===== config.mk =====
export PLATFORM = sky130hd
export DESIGN_NAME = csr_master_flat
export DESIGN_NICKNAME = d
export VERILOG_FILES = /design/src/rtl/bus_if.sv /design/src/rtl/csr_master.sv /design/src/flat_wrapper.sv
export SDC_FILE = /design/constraint.sdc
export NUM_CORES = 1
export LEC_CHECK = 0
export ABC_AREA = 1
export CAP_MARGIN = 20
export CORE_MARGIN = 4
export CORE_UTILIZATION = 40
export CTS_CLUSTER_DIAMETER = 80
export DETAILED_ROUTE_END_ITERATION = 12
export PLACE_DENSITY = 0.84
export SYNTH_ARGS = -nofsm -noshare
export SYNTH_HDL_FRONTEND = slang
export SYNTH_SLANG_ARGS = --single-unit
export TNS_END_PERCENT = 50

===== constraint.sdc =====
create_clock -name clk -period 1.7 [get_ports clk]
set_input_delay 0.425 -clock clk [delete_from_list [all_inputs] [get_ports clk]]
set_output_delay 0.425 -clock clk [all_outputs]
set_load 0.01 [all_outputs]

===== src/rtl/bus_if.sv =====
// CSR link between an initiator and a register slave: valid/data from master, ready from slave.
// The slave latches data on the rising edge of valid.
interface bus_if #(
    parameter int DATA_W = 32
);
    logic              valid;
    logic [DATA_W-1:0] data;
    logic              ready;

    modport mst_port (output valid, output data, input ready);
    modport slv_port (input valid, input data, output ready);
endinterface


===== src/rtl/csr_master.sv =====
// Initiator side of the matrix-vector controller CSR links: programs row/column sizes,
// pulses the run bit, then follows the controller's result-read phase.
module csr_master #(
    parameter int DATA_W  = 32,
    parameter int TIMEOUT = 1023
) (
    input  logic       clk,
    input  logic       reset,
    input  logic       cmd_valid,
    output logic       cmd_ready,
    input  logic [7:0] cmd_rows,
    input  logic [7:0] cmd_cols,
    bus_if.mst_port    vec_csr_if,
    bus_if.mst_port    mat_csr_if,
    bus_if.mst_port    csr_if,
    input  logic       read,
    output logic       busy,
    output logic       done,
    output logic       err,
    output logic [8:0] rd_count
);

    typedef enum logic [3:0] {
        IDLE, VEC_SU, VEC_WR, MAT_SU, MAT_WR, RUN_SU, RUN_WR,
        RUN_ACK, CLR_SU, CLR_WR, WAIT_RD, RD, FIN
    } state_t;

    localparam logic [14:0] TMO_LIM = 15'(TIMEOUT);
    localparam logic [14:0] TMO_MAX = '1;

    state_t            state;
    state_t            state_nxt;
    logic              abort;
    logic [14:0]       tmo;
    logic [7:0]        cols_q;
    logic              vec_valid;
    logic              mat_valid;
    logic              csr_valid;
    logic [DATA_W-1:0] vec_data;
    logic [DATA_W-1:0] mat_data;
    logic [DATA_W-1:0] csr_data;

    always_comb begin
        state_nxt = state;
        abort     = 1'b0;
        case (state)
            IDLE:    if (cmd_valid) state_nxt = VEC_SU;
            VEC_SU:  state_nxt = VEC_WR;
            VEC_WR:  if (vec_csr_if.ready) state_nxt = MAT_SU;
                     else if (tmo >= TMO_LIM) abort = 1'b1;
            MAT_SU:  state_nxt = MAT_WR;
            MAT_WR:  if (mat_csr_if.ready) state_nxt = RUN_SU;
                     else if (tmo >= TMO_LIM) abort = 1'b1;
            RUN_SU:  state_nxt = RUN_WR;
            RUN_WR:  if (csr_if.ready) state_nxt = RUN_ACK;
                     else if (tmo >= TMO_LIM) abort = 1'b1;
            RUN_ACK: if (!csr_if.ready) state_nxt = CLR_SU;
                     else if (tmo >= TMO_LIM) abort = 1'b1;
            CLR_SU:  state_nxt = CLR_WR;
            CLR_WR:  state_nxt = WAIT_RD;
            WAIT_RD: if (read) state_nxt = RD;
                     else if (tmo >= TMO_LIM) abort = 1'b1;
            RD:      if (!read) state_nxt = FIN;
                     else if (tmo >= TMO_LIM) abort = 1'b1;
            FIN:     state_nxt = IDLE;
            default: state_nxt = IDLE;
        endcase
        if (abort) state_nxt = IDLE;
    end

    // Valids come from the next state so each one is a clean register output; data registers
    // load only while the matching valid is low, giving a full cycle of setup before it rises.
    always_ff @(posedge clk or posedge reset) begin
        if (reset) begin
            state     <= IDLE;
            tmo       <= '0;
            cols_q    <= '0;
            err       <= 1'b0;
            rd_count  <= '0;
            vec_valid <= 1'b0;
            mat_valid <= 1'b0;
            csr_valid <= 1'b0;
            vec_data  <= '0;
            mat_data  <= '0;
            csr_data  <= '0;
        end else begin
            state     <= state_nxt;
            err       <= abort;
            vec_valid <= (state_nxt == VEC_WR);
            mat_valid <= (state_nxt == MAT_WR);
            csr_valid <= (state_nxt == RUN_WR) || (state_nxt == CLR_WR);

            if (state_nxt != state)
                tmo <= '0;
            else if (tmo != TMO_MAX)
                tmo <= tmo + 15'd1;

            if (state == IDLE && cmd_valid) begin
                vec_data <= {{(DATA_W-8){1'b0}}, cmd_rows};
                cols_q   <= cmd_cols;
                rd_count <= '0;
            end
            if (state == VEC_WR && state_nxt == MAT_SU)
                mat_data <= {{(DATA_W-8){1'b0}}, cols_q};
            if (state == MAT_WR && state_nxt == RUN_SU)
                csr_data <= {{(DATA_W-1){1'b0}}, 1'b1};
            if (state == RUN_ACK && state_nxt == CLR_SU)
                csr_data <= '0;

            // The read cycle that leaves WAIT_RD is the first counted one.
            if (state == WAIT_RD && read)
                rd_count <= 9'd1;
            else if (state == RD && read && !abort && rd_count != 9'd511)
                rd_count <= rd_count + 9'd1;
        end
    end

    assign cmd_ready        = (state == IDLE);
    assign busy             = (state != IDLE);
    assign done             = (state == FIN);
    assign vec_csr_if.valid = vec_valid;
    assign vec_csr_if.data  = vec_data;
    assign mat_csr_if.valid = mat_valid;
    assign mat_csr_if.data  = mat_data;
    assign csr_if.valid     = csr_valid;
    assign csr_if.data      = csr_data;

endmodule

===== src/flat_wrapper.sv =====
// flat-port wrapper written by rule: the top's interface ports become plain ports
module csr_master_flat 
#(
    parameter int DATA_W  = 32,
    parameter int TIMEOUT = 1023
)
  (clk, reset, cmd_valid, cmd_ready, cmd_rows, cmd_cols, read, busy, done, err, rd_count, vec_csr_if_valid, vec_csr_if_data, vec_csr_if_ready, mat_csr_if_valid, mat_csr_if_data, mat_csr_if_ready, csr_if_valid, csr_if_data, csr_if_ready);
  bus_if #(.DATA_W(DATA_W)) vec_csr_if_i ();
  bus_if #(.DATA_W(DATA_W)) mat_csr_if_i ();
  bus_if #(.DATA_W(DATA_W)) csr_if_i ();
  input  logic clk;
  input  logic reset;
  input  logic cmd_valid;
  output logic cmd_ready;
  input  logic [7:0] cmd_rows;
  input  logic [7:0] cmd_cols;
  input  logic read;
  output logic busy;
  output logic done;
  output logic err;
  output logic [8:0] rd_count;
  output wire logic [$bits(vec_csr_if_i.valid)-1:0] vec_csr_if_valid;
  output wire logic [$bits(vec_csr_if_i.data)-1:0] vec_csr_if_data;
  input wire logic [$bits(vec_csr_if_i.ready)-1:0] vec_csr_if_ready;
  output wire logic [$bits(mat_csr_if_i.valid)-1:0] mat_csr_if_valid;
  output wire logic [$bits(mat_csr_if_i.data)-1:0] mat_csr_if_data;
  input wire logic [$bits(mat_csr_if_i.ready)-1:0] mat_csr_if_ready;
  output wire logic [$bits(csr_if_i.valid)-1:0] csr_if_valid;
  output wire logic [$bits(csr_if_i.data)-1:0] csr_if_data;
  input wire logic [$bits(csr_if_i.ready)-1:0] csr_if_ready;
  assign vec_csr_if_valid = vec_csr_if_i.valid;
  assign vec_csr_if_data = vec_csr_if_i.data;
  assign vec_csr_if_i.ready = vec_csr_if_ready;
  assign mat_csr_if_valid = mat_csr_if_i.valid;
  assign mat_csr_if_data = mat_csr_if_i.data;
  assign mat_csr_if_i.ready = mat_csr_if_ready;
  assign csr_if_valid = csr_if_i.valid;
  assign csr_if_data = csr_if_i.data;
  assign csr_if_i.ready = csr_if_ready;
  csr_master #(.DATA_W(DATA_W), .TIMEOUT(TIMEOUT)) u_core (.clk(clk), .reset(reset), .cmd_valid(cmd_valid), .cmd_ready(cmd_ready), .cmd_rows(cmd_rows), .cmd_cols(cmd_cols), .vec_csr_if(vec_csr_if_i), .mat_csr_if(mat_csr_if_i), .csr_if(csr_if_i), .read(read), .busy(busy), .done(done), .err(err), .rd_count(rd_count));
endmodule

==> impl_metrics.env <==
export IMPL_setup_tns_final_ns=-8.056
export IMPL_yosys_top_cells_area="dfrtp_1 (42%), buf_4 (17%), nand2_1 (5.2%), inv_1 (4.6%), nor2_1 (3.8%)"
export IMPL_root_buffer="clkbuf_8"
export IMPL_core_sq_mm=0.008258
export IMPL_power_leakage_nw=2.599
export IMPL_yosys_register_bits=57
export IMPL_vias=2955
export IMPL_fin_util_pct=60.26
export IMPL_status="complete, but fails checks"
export IMPL_path_cells="nor2_2, buf_4, nand3_1, nand2_1, nor2_1, nand2_1, nand2_4, buf_12, nand2_4, nand2_2, nand2_2, nor2_4, nand2_8, nor2_4"
export IMPL_routed_wl_microns=9265
export IMPL_powerDensity_mw_per_mm2=1392
export IMPL_die_h_microns=100.5
export IMPL_numCtsBuffers=9
export IMPL_synth_area_sq_mm=0.003423
export IMPL_drt_pass1_iter_count=5
export IMPL_rows=33
export IMPL_grt_pass1_wl_microns=14030
export IMPL_path_class="reg2reg"
export IMPL_initial_utilization_pct=41.45
export IMPL_drt_iter0_drc=172
export IMPL_avgRoutedWirePerCell_microns=14.30
export IMPL_gp_congestion=0.9192
export IMPL_htree_levels=3
export IMPL_pre_cts_slack_ns=-0.6583
export IMPL_ys_flop_type="dfrtp_1"
export IMPL_placed_area_sq_mm=0.004337
export IMPL_async_flop_share_pct=100.0
export IMPL_worstSetupStartpointType="flip-flop"
export IMPL_ant_nets=0
export IMPL_syn_avg_cell_area_sq_um=8.733
export IMPL_cp_required_ns=1.98
export IMPL_netlist_instances=392
export IMPL_synth_commonest_cells="buf_4 (79), dfrtp_1 (57), nand2_1 (47)"
export IMPL_nFillCells=593
export IMPL_clockBufferDepth=2
export IMPL_route_detailed_drc=0
export IMPL_antenna_found_initial=0
export IMPL_clkLatencyLatePin_ns=0.35
export IMPL_worst_path_max_delay_cell="dfrtp_2"
export IMPL_reg2reg_from="u_core.state[3]"
export IMPL_synth_edf_count=0
export IMPL_final_setup_viol_count=29
export IMPL_crit_fanout=7
export IMPL_track_usage_pct=17.54
export IMPL_nNetsFinal=564
export IMPL_layout_worst_path_cycle_share_pct=122.4
export IMPL_area_growth_pct=45.36
export IMPL_rrSetupSlack_ns=-0.38
export IMPL_io_buffers=55
export IMPL_worstSetupEndpointType="flip-flop"
export IMPL_die_area_sq_mm=0.01010
export IMPL_rsz0062_at_grt="true"
export IMPL_rr_endpoint="u_core.tmo[4]"
export IMPL_maxSlewViolCount=0
export IMPL_hpwl_microns=5931
export IMPL_grt_pass1_vias=2984
export IMPL_hold_viol_final=0
export IMPL_max_freq_mhz=480.5
export IMPL_max_cap_viol_count=0
export IMPL_reg2reg_depth=14
export IMPL_post_drt_via_cell_ratio=4.560
export IMPL_synthDistinctLibCells=29
export IMPL_crit_arrival_ns=2.36
export IMPL_fin_skew_ns=0.007923
export IMPL_fin_crit_ns=2.081
export IMPL_min_delay_path_class="in2async"
export IMPL_clkSinkCount=57
export IMPL_layout_drive_gt1_share_pct=37.02
export IMPL_grt_max_degree=40
export IMPL_final_area_sq_mm=0.004976
export IMPL_cp_slowest_stage_delay_ns=0.44
export IMPL_ys_seq_area_share_pct=41.67
export IMPL_final_cells=648
export IMPL_clkTransAtPathRegs_ns=0.07
export IMPL_grt_overflow=0
export IMPL_yosys_warnings=0
export IMPL_ctsHoldBuffers=0
export IMPL_cts_tree="built"
export IMPL_synth_top_area_share_pct=41.67
export IMPL_worst_slack_ns=-0.3814
export IMPL_n_antenna_cell=0
export IMPL_dpl_cell_count=612
export IMPL_ios=135
export IMPL_synth_top_cell_by_area="dfrtp_1"
export IMPL_yosysMostFrequentCell="buf_4"
export IMPL_violations="setup timing"
export IMPL_die_width_microns=100.5
export IMPL_peakVddDrop_v=0.001026
## cell families after synthesis
kind of cell | Yosys count | share of synthesized area, %
AND/OR/NAND/NOR | 142 | 21.27
buffers and inverters | 132 | 23.83
flip-flops | 57 | 41.67
AO/OA/AOI/OAI | 33 | 5.300
XOR/XNOR | 16 | 4.094
multiplexers | 8 | 2.632
adder cells (fa/ha/maj) | 3 | 1.097
other | 1 | 0.1095
## worst max-delay path by stage
stage | start | endpoint | slack [ns] | cells past startpoint
after floorplan | u_core.rd_count[0] | u_core.rd_count[8] | -0.11 | 10
after global placement | csr_if_ready | u_core.tmo[0] | -0.56 | 14
after detailed placement | csr_if_ready | u_core.tmo[1] | -0.66 | 14
after CTS | u_core.state[3] | u_core.tmo[4] | -0.24 | 12
after global routing | u_core.state[3] | u_core.tmo[4] | -0.48 | 14
final | u_core.state[3] | u_core.tmo[4] | -0.38 | 14
## cell type report
| class | count | area [sq um] | share of cell area, % |
|---|---|---|---|
| clock buffer | 11 | 151.4 | 3.042 |
| clock inverter | 5 | 30.03 | 0.6035 |
| inverter | 48 | 186.4 | 3.747 |
| sequential | 57 | 1431 | 28.77 |
| timing repair buffer | 140 | 1247 | 25.07 |
| tap | 105 | 131.4 | 2.640 |
| multi-input combinational | 282 | 1798 | 36.13 |
## power breakdown
part	internal (W)	switching [W]	total (W)
clock	0.000599	0.000573	0.00117
sequential	0.00175	0.000245	0.00199
combinational	0.00168	0.00207	0.00376
## critical path, delay by kind of cell, from the launching register on
family | cells | cell delay [ns]
buffers and inverters | 2 | 0.26
DFF | 1 | 0.44
and+or+nand+nor | 12 | 1.32
## through the flow
| step | total power (W) | hold WS [ns] |
|---|---|---|
| finish | 0.006926 | 0.4692 |
| global route | 0.007344 | 0.4839 |
| CTS | 0.006733 | 0.4722 |
| detailed placement | 0.004999 | 0.4775 |
| global placement | 0.004883 | 0.4661 |
| floorplan | 0.003799 | 0.4781 |
## registers in the layout, summed over array words and instances, names as in the netlist, 4 cells and up
signal,count
u_core.cols_q,8
u_core.mat_csr_if.data,8
u_core.rd_count,9
u_core.state,4
u_core.tmo,15
u_core.vec_csr_if.data,8
## timing repair
item | in CTS | in global routing
cloned | 1 | 0
endpoints found under the setup margin | 40 | 44
pin swaps | 20 | 17
resized for setup | 68 | 47
buffers inserted | 9 | 11
## routing by layer
layer / track usage [%] / share of wire (%) / vias up / wire length [microns]
met5: 0 / 0 / - / 0
met4: 8.394 / 3.2 / 0 / 299
met3: 5.190 / 8.3 / 30 / 771
met2: 30.94 / 53 / 144 / 4910
met1: 19.21 / 35 / 1415 / 3283
li1: - / - / 1366 / -
## placed cells by master, fill, tap and decap left out, drive strengths merged, types with 2 or more instances in the layout
| cell type | Yosys | layout |
|---|---|---|
| buf | 81 | 88 |
| conb | 1 | 79 |
| dfrtp | 57 | 57 |
| nand2 | 54 | 55 |
| nor2 | 50 | 50 |
| inv | 48 | 47 |
| clkdlybuf4s50 | 0 | 26 |
| nand3 | 26 | 26 |
| o21ai | 16 | 16 |
| dlymetal6s2s | 0 | 13 |
| clkbuf | 3 | 13 |
| xor2 | 13 | 13 |
| dlygate4sd2 | 0 | 11 |
| mux2 | 8 | 8 |
| a21oi | 8 | 8 |
| nor3 | 6 | 6 |
| o22ai | 5 | 5 |
| nand4 | 4 | 4 |
| xnor2 | 3 | 3 |
| o211ai | 3 | 3 |
| clkinvlp | 0 | 3 |
| ha | 3 | 3 |
| clkinv | 0 | 3 |
| nor4 | 2 | 2 |
No activity file was read; power rests on OpenSTA's default activity.
